<file path="src/rtl/imem_loader.sv">
// Instruction-memory writer: parses a framed byte stream (sync, address, length, payload,
// checksum) and writes the payload bytes into consecutive memory addresses.
module imem_loader #(
  parameter int unsigned ADDR_W    = 10,
  parameter logic [7:0]  SYNC_BYTE = 8'hA5
) (
  input  logic              clk,
  input  logic              rst,
  input  logic              in_valid,
  input  logic [7:0]        in_data,
  output logic              in_ready,
  input  logic              abort,
  output logic              mem_we,
  output logic [ADDR_W-1:0] mem_addr,
  output logic [7:0]        mem_wdata,
  output logic              busy,
  output logic              done,
  output logic              err
);

  typedef enum logic [2:0] {
    StIdle, StHdrAh, StHdrAl, StHdrLh, StHdrLl, StData, StCsum, StFin
  } state_e;

  state_e r_state, w_state_next;

  logic              w_accept;
  logic [15:0]       w_hdr16;
  logic [7:0]        r_hi;
  logic [ADDR_W-1:0] r_addr;
  logic [15:0]       r_count;
  logic [7:0]        r_sum;
  logic              r_csum_ok;
  logic              r_we;
  logic [ADDR_W-1:0] r_waddr;
  logic [7:0]        r_wdata;

  assign w_accept = in_valid & in_ready;
  // r_hi holds the high byte of whichever 16-bit header field is being assembled
  assign w_hdr16  = {r_hi, in_data};

  always_ff @(posedge clk or posedge rst) begin
    if (rst) r_state <= StIdle;
    else     r_state <= w_state_next;
  end

  always_comb begin
    w_state_next = r_state;
    if (abort) begin
      w_state_next = StIdle;
    end else begin
      case (r_state)
        StIdle:  if (w_accept && in_data == SYNC_BYTE) w_state_next = StHdrAh;
        StHdrAh: if (w_accept) w_state_next = StHdrAl;
        StHdrAl: if (w_accept) w_state_next = StHdrLh;
        StHdrLh: if (w_accept) w_state_next = StHdrLl;
        StHdrLl: if (w_accept) w_state_next = (w_hdr16 == 16'd0) ? StCsum : StData;
        StData:  if (w_accept && r_count == 16'd1) w_state_next = StCsum;
        StCsum:  if (w_accept) w_state_next = StFin;
        StFin:   w_state_next = StIdle;
        default: w_state_next = StIdle;
      endcase
    end
  end

  always_comb begin
    in_ready = (r_state != StFin);
    busy     = (r_state != StIdle);
    done     = (r_state == StFin) &&  r_csum_ok;
    err      = (r_state == StFin) && !r_csum_ok;
  end

  always_ff @(posedge clk or posedge rst) begin
    if (rst) begin
      r_hi      <= 8'd0;
      r_addr    <= '0;
      r_count   <= 16'd0;
      r_sum     <= 8'd0;
      r_csum_ok <= 1'b0;
      r_we      <= 1'b0;
      r_waddr   <= '0;
      r_wdata   <= 8'd0;
    end else begin
      r_we <= 1'b0;
      if (w_accept && !abort) begin
        case (r_state)
          StIdle:  r_sum   <= 8'd0;
          StHdrAh: r_hi    <= in_data;
          StHdrAl: r_addr  <= w_hdr16[ADDR_W-1:0];
          StHdrLh: r_hi    <= in_data;
          StHdrLl: r_count <= w_hdr16;
          StData: begin
            r_we    <= 1'b1;
            r_waddr <= r_addr;
            r_wdata <= in_data;
            r_addr  <= r_addr + ADDR_W'(1);
            r_count <= r_count - 16'd1;
            r_sum   <= r_sum + in_data;
          end
          StCsum:  r_csum_ok <= (in_data == r_sum);
          default: ;
        endcase
      end
    end
  end

  assign mem_we    = r_we;
  assign mem_addr  = r_waddr;
  assign mem_wdata = r_wdata;

endmodule

</file>
<file path="config.mk">
export PLATFORM = sky130hd
export DESIGN_NAME = imem_loader
export DESIGN_NICKNAME = d
export VERILOG_FILES = /design/src/rtl/imem_loader.sv
export SDC_FILE = /design/constraint.sdc
export NUM_CORES = 1
export LEC_CHECK = 0
export CORE_MARGIN = 2
export CORE_UTILIZATION = 62
export DETAILED_ROUTE_END_ITERATION = 12
export PLACE_DENSITY = 0.91
export SETUP_SLACK_MARGIN = 0.5
export SYNTH_ARGS = -nofsm -noshare
export SYNTH_HDL_FRONTEND = slang
export SYNTH_SLANG_ARGS = --single-unit
</file>
<file path="constraint.sdc">
create_clock -name clk -period 5.09 [get_ports clk]
set_clock_uncertainty 0.05 [all_clocks]
set_input_delay 0.509 -clock clk [delete_from_list [all_inputs] [get_ports clk]]
set_output_delay 0.509 -clock clk [all_outputs]
set_load 0.005 [all_outputs]
</file>
==> run metrics, run 1 <==
status=finished clean; DP Wirelength=5760 um; clock insertion delay at the later pin of the skew report=0.35 ns; fin crit share=56.7%; Pwr Total=1.21 mW; routed wire length=between 9000 and 10000 um; clock power share=44.9%; asr flop ratio synth=100%; n_diodes=0; Final nets=459; Setup TNS=0 ns; Hold/Removal Path Class=register to register; vias in the first global route=3054; post-synth top area cell=dfrtp_1; clk sink count=65; largest net degree at the start of global routing=66; clock root buffer master=clkbuf_8; Post-Syn Area=3570 um2; routed via count=between 3000 and 4000; CP Capture Type=register; Core ar.=5540 um2; Final Util=75.3%; die width=79.9 um; sw power=0.288 mW; Post-Synthesis Net Count=433; postcts setup bufs=0; Syn-to-layout area delta=16.8%; chip height=79.9 um; area of the multi-input gates=1800 um2; Max Freq=346 MHz; maximum VDD drop=214 uV; Initial Util=64.5%; Antenna Violating Nets Remaining=0; EDFF count, synth=0; wire per inst=17.6 um; CP Max Fanout=29; Leak=1.92 nW; IO Port Bufs=34; Synth top area share=45.5%; relative slew slack=33.7%; Final Instance Area=~4200 um2; cell-internal power=0.920 mW; CTS Buffer Depth=2; Tot GR Track Use=just over 30%; final hold slack=roughly 0.43 ns; placed inst area=3930 um2; Num CTS Buffers=9; initial drt markers=roughly 340; GPL Wtd Cong=about 0.94; FILL cells=405; Hold Buf Count CTS=0; crit start category=register; Worst EP arrival=3.12 ns; Die ar.=6380 um2; Commonest cells post-synth=nand2_1 (81), dfrtp_1 (65), o21ai_0 (37), a21oi_1 (28), nor2_1 (28); sequential power share=47.0%; Power per Cell Area=~290 nW/um2; initial antenna violation count=0; Primary FF master, synth=dfrtp_1; maxcap violations=0; TritonCTS clock tree=yes; synthesis-stage register bit count=65; first-pass GRT wire length=15000 um; layout cells sized above 1=just under 8%; register area=1630 um2; post-synthesis cell count=410; Synth cell types=56; via/cell ratio=6.38; non-filler cells, final=about 500; PostCTS Resize Cnt=0; most frequent cell after synthesis=nand2_1; Combinational Power Share=under 10%; drt pass-1 iters=6; number of I/O pins=35; Slew @ Worst Pin=~0.99 ns; H-tree depth=3; Worst-path clk slew=0.07 ns; switching portion of total power=about a quarter; critical path type=register to register; Post-Place Setup Slack=slightly above 2 ns; register area share after synthesis=45.5%; Final Hold Viols=0; RSZ-0062 raised after global routing=no; placed cells=497; post-route minimum period=2.89 ns; row count=27; total global routing overflow=0; Area contributors post-synth=dfrtp_1 (46%), nand2_1 (8.5%), o21ai_0 (5.2%); critical path required time=5.32 ns; Mean Syn Cell Area=8.71 um2; Final WS setup=2.20 ns; DRC=0; Yosys warning count=0; Slew Limit Fails=0; # setup viols final=0
## final timing paths
check / slack (ns) / end / startpoint / cells after the start
worst min-delay path: 0.43 / mem_wdata[0]$_DFFE_PP0P_ / mem_wdata[0]$_DFFE_PP0P_ / 2
worst max register to register: 2.20 / r_sum[6]$_DFFE_PP0P_ / r_state[0]$_DFFE_PP0P_ / 7
max in group asynchronous: 3.81 / r_count[5]$_DFFE_PP0P_ / rst / 3
min in group asynchronous: 0.66 / mem_wdata[4]$_DFFE_PP0P_ / rst / 3
worst max-delay path: 2.20 / r_sum[6]$_DFFE_PP0P_ / r_state[0]$_DFFE_PP0P_ / 7
worst min register to register: 0.43 / mem_wdata[0]$_DFFE_PP0P_ / mem_wdata[0]$_DFFE_PP0P_ / 2
## cell families after synthesis
kind of cell	share of synthesized area [%]
AOI/OAI and AO/OA	19.5
DFF	45.5
muxes	3.08
buffers and inverters	4.10
and+or+nand+nor	22.5
xor gates and xnor gates	1.23
adders and majority gates	4.06
## placed cells by master, fill, tap and decap left out, drive strengths merged, types with 11 or more instances in the layout
cell type	count
dfrtp	65
nand2	82
nand3	11
clkbuf	11
clkdlybuf4s50	34
nor3	12
o21ai	39
nor2	28
inv	15
a21oi	28
## power groups by stage
stage | Sequential [mW] | Combinational [mW] | Clock [mW]
4_1_cts | 0.566 | 0.0970 | 0.542
3_5_place_dp | 0.576 | 0.0948 | 0
2_1_floorplan | 0.565 | 0.0642 | 0
5_1_grt | 0.570 | 0.109 | 0.561
6_report | 0.568 | 0.0977 | 0.542
3_3_place_gp | 0.575 | 0.0920 | 0
## critical path, cell delays in order, from the launching register on
cell	delay, ns
dfrtp_1	0.75
and3b_1	0.26
buf_4	0.30
nand2_2	0.35
inv_1	0.68
a32o_1	0.27
a31oi_1	0.05
nand3_1	0.12
## state kept, by name, summed over array words and instances (netlist names)
name and count:
mem_addr 10, r_hi 8, mem_wdata 8, r_count 16, r_csum_ok 1, r_state 3, mem_we 1, r_addr 10
r_sum 8
## area by class of cell
type / instances / share of cell area, %
clock buffer: 11 / 3.39
clock inverter: 5 / 2.46
inverter: 15 / 1.35
multi-input combinational: 309 / 43.1
sequential: 65 / 39.0
tap: 72 / 2.16
timing repair buffer: 36 / 8.52
## layer usage
metal / share of wire, % / vias up / GRT usage, %
li1: - / 1511 / -
met1: 42 / 1538 / 42.6
met2: 46 / 182 / 47.4
met3: 8.6 / 41 / 6.33
met4: 3.5 / 0 / 14.2
met5: 0 / - / 0
Power figures use the tool's default switching activity.
==> run 2: changes to the inputs <==
--- a/config.mk
+++ b/config.mk
@@ -6,9 +6,9 @@
 export NUM_CORES = 1
 export LEC_CHECK = 0
 export CORE_MARGIN = 2
-export CORE_UTILIZATION = 62
+export CORE_UTILIZATION = 52
 export DETAILED_ROUTE_END_ITERATION = 12
-export PLACE_DENSITY = 0.91
+export PLACE_DENSITY = 0.82
 export SETUP_SLACK_MARGIN = 0.5
 export SYNTH_ARGS = -nofsm -noshare
 export SYNTH_HDL_FRONTEND = slang
==> constraint.sdc (replaced) <==
create_clock -name clk -period 2.3 [get_ports clk]
set_clock_uncertainty 0.05 [all_clocks]
set_input_delay 0.23 -clock clk [delete_from_list [all_inputs] [get_ports clk]]
set_output_delay 0.23 -clock clk [all_outputs]
set_load 0.005 [all_outputs]
==> run 2 against run 1 <==
Via count increased by 8.1%. Combinational power increased to 2.8 times the previous value. Sequential share of layout area decreased by 4.3 points. Clock power increased by 70%. Critical path depth increased by 2. Count of clock-buffer cells in the layout decreased by 1. Design area increased by 13%. Setup slack got worse by 1.8 ns. Maximum frequency increased by 53%. Highest routed layer unchanged.
==> run metrics, run 2 (synthesis gave the netlist of run 1 again) <==
Num CTS Buffers=9; Initial Util=between 50% and 60%; TritonCTS clock tree=yes; Buf+Inv Stages, Crit Path=3; die width=86.9 um; sw power=0.707 mW; sequential power share=51.4%; cell-internal power=between 1.5 and 2 mW; relative slew slack=58.4%; # setup viols final=0; chip height=86.9 um; Worst-path clk slew=roughly 0.07 ns; crit-path leading delay family=flip-flops; r2r setup slk=between 0.4 and 0.5 ns; routed wire length=10600 um; CP Capture Type=register; routed via count=3538; CP peak stage delay=0.43 ns; Post-Place Setup Slack=-0.00277 ns; H-tree depth=3; CP Max Fanout=2; reg2reg path depth=9; clock power share=a little under two fifths; number of I/O pins=35; WHS Path Cells=3; crit start category=register; Syn-to-layout area delta=31.7%; row count=30; Biggest register=r_count; initial antenna violation count=0; Leak=2.15 nW; via/cell ratio=6.26; post-route minimum period=1.88 ns; Tot GR Track Use=28.8%; maximum VDD drop=323 uV; Largest register FFs=16; DP Wirelength=6520 um; CP max-delay cell=dfrtp_1; Antenna Violating Nets Remaining=0; Worst EP arrival=~2.1 ns; critical path type=register to register; clock root buffer master=clkbuf_8; Levels on crit path=9; fin crit share=81.9%; GPL Wtd Cong=0.914; crit path launch=r_sum[1]$_DFFE_PP0P_; largest net degree at the start of global routing=38; commonest non-fill, non-tap cell in the layout=nand2_1; total global routing overflow=0; Slew @ Worst Pin=0.623 ns; first-pass GRT wire length=16600 um; worst r2r src=r_sum[1]$_DFFE_PP0P_; IO Port Bufs=34; RSZ-0062 raised after global routing=yes; maxcap violations=0; clock insertion delay at the later pin of the skew report=0.36 ns; placed cells=529; Die ar.=7550 um2; status=finished clean; critical path required time=2.54 ns; Critical Path Sink=r_sum[6]$_DFFE_PP0P_; initial drt markers=437; n_diodes=0; Final nets=503; Final Instance Area=4700 um2; Final Hold Viols=0; Max Freq=approximately 530 MHz; Power per Cell Area=~520 nW/um2; Hold/Removal Path Class=input pin to register; Hold Buf Count CTS=0; layout cells sized above 1=24.1%; clk sink count=65; Core ar.=6720 um2; CTS Buffer Depth=2; Final WS setup=0.416 ns; Final Util=70.0%; vias in the first global route=around 3400; Cell Chain, Critical Path=buf_6 -> inv_2 -> fa_2 -> nor2b_2 -> o21ai_2 -> a21boi_2 -> buf_4 -> o2111ai_2 -> nand3_1; most frequent cells in the layout=nand2_1 (80), dfrtp_1 (61), buf_4 (39), o21ai_0 (35); drt pass-1 iters=5; non-filler cells, final=565; Combinational Power Share=11.1%; DRC=0; Pwr Total=2.45 mW; Reg-to-Reg End=r_sum[6]$_DFFE_PP0P_; placed inst area=4150 um2; Slew Limit Fails=0; wire per inst=approximately 19 um; switching portion of total power=about 29%
## run 2: cell count changes in the layout (fill, tap and decap cells not counted), moves of 4 or more
cell / delta
buf_4: +37
buf_6: +6
clkdlybuf4s50_1: -9
dfrtp_1: -4
dfrtp_2: +4
dlygate4sd2_1: +7
ha_1: -7
ha_4: +6
inv_1: -4
## run 2: what timing repair did
item / in CTS / in global routing
gates resized for setup: 24 / 38
buffers inserted: 16 / 4
pin swaps: 14 / 17
endpoints found under the setup margin: 26 / 35
## run 2: worst min-delay path by stage
stage / start / end / slack, ns
floorplan: abort / r_state[1]$_DFFE_PP0P_ / 0.24
global placement: mem_addr[3]$_DFFE_PP0P_ / mem_addr[3]$_DFFE_PP0P_ / 0.41
detailed placement: mem_addr[0]$_DFFE_PP0P_ / mem_addr[0]$_DFFE_PP0P_ / 0.42
CTS: rst / mem_wdata[4]$_DFFE_PP0P_ / 0.26
global route: in_data[3] / mem_wdata[3]$_DFFE_PP0P_ / 0.23
finish: in_data[3] / mem_wdata[3]$_DFFE_PP0P_ / 0.22
## run 2: worst register-to-register path, cell delays in order (launching register included)
cell	delay (ns)
dfrtp_1	0.43
buf_6	0.13
inv_2	0.03
fa_2	0.37
nor2b_2	0.15
o21ai_2	0.09
a21boi_2	0.21
buf_4	0.15
o2111ai_2	0.11
nand3_1	0.10
## run 2: final cells by class
| class | count | area, um2 |
|---|---|---|
| multi-input combinational | 309 | 2010 |
| fill | 458 | 2010 |
| sequential | 65 | 1630 |
| timing repair buffer | 80 | 714 |
| clock buffer | 10 | 138 |
| tap | 80 | 100 |
| inverter | 15 | 63.8 |
| clock inverter | 6 | 42.5 |
## run 2: power groups by stage
stage	sequential (mW)	clock, mW	combinational, mW
floorplan	1.25	0	0.143
global placement	1.27	0	0.230
detailed placement	1.27	0	0.237
CTS	1.25	0.910	0.246
global route	1.26	0.973	0.295
finish	1.26	0.919	0.271
## run 2: metrics by stage
| stage | setup TNS [ns] | hold WS, ns |
|---|---|---|
| 3_3_place_gp | 0 | 0.410 |
| 4_1_cts | 0 | 0.255 |
| 2_1_floorplan | 0 | 0.238 |
| 5_1_grt | 0 | 0.228 |
| 6_report | 0 | 0.222 |
| 3_5_place_dp | -0.00277 | 0.416 |
## run 2: per-layer routing
layer	global-route usage, %	vias up	wire [um]
met2	46.0	193	5250
met1	38.0	1710	4300
met3	4.64	38	781
met5	0	-	0
li1	-	1597	-
met4	14.3	0	301
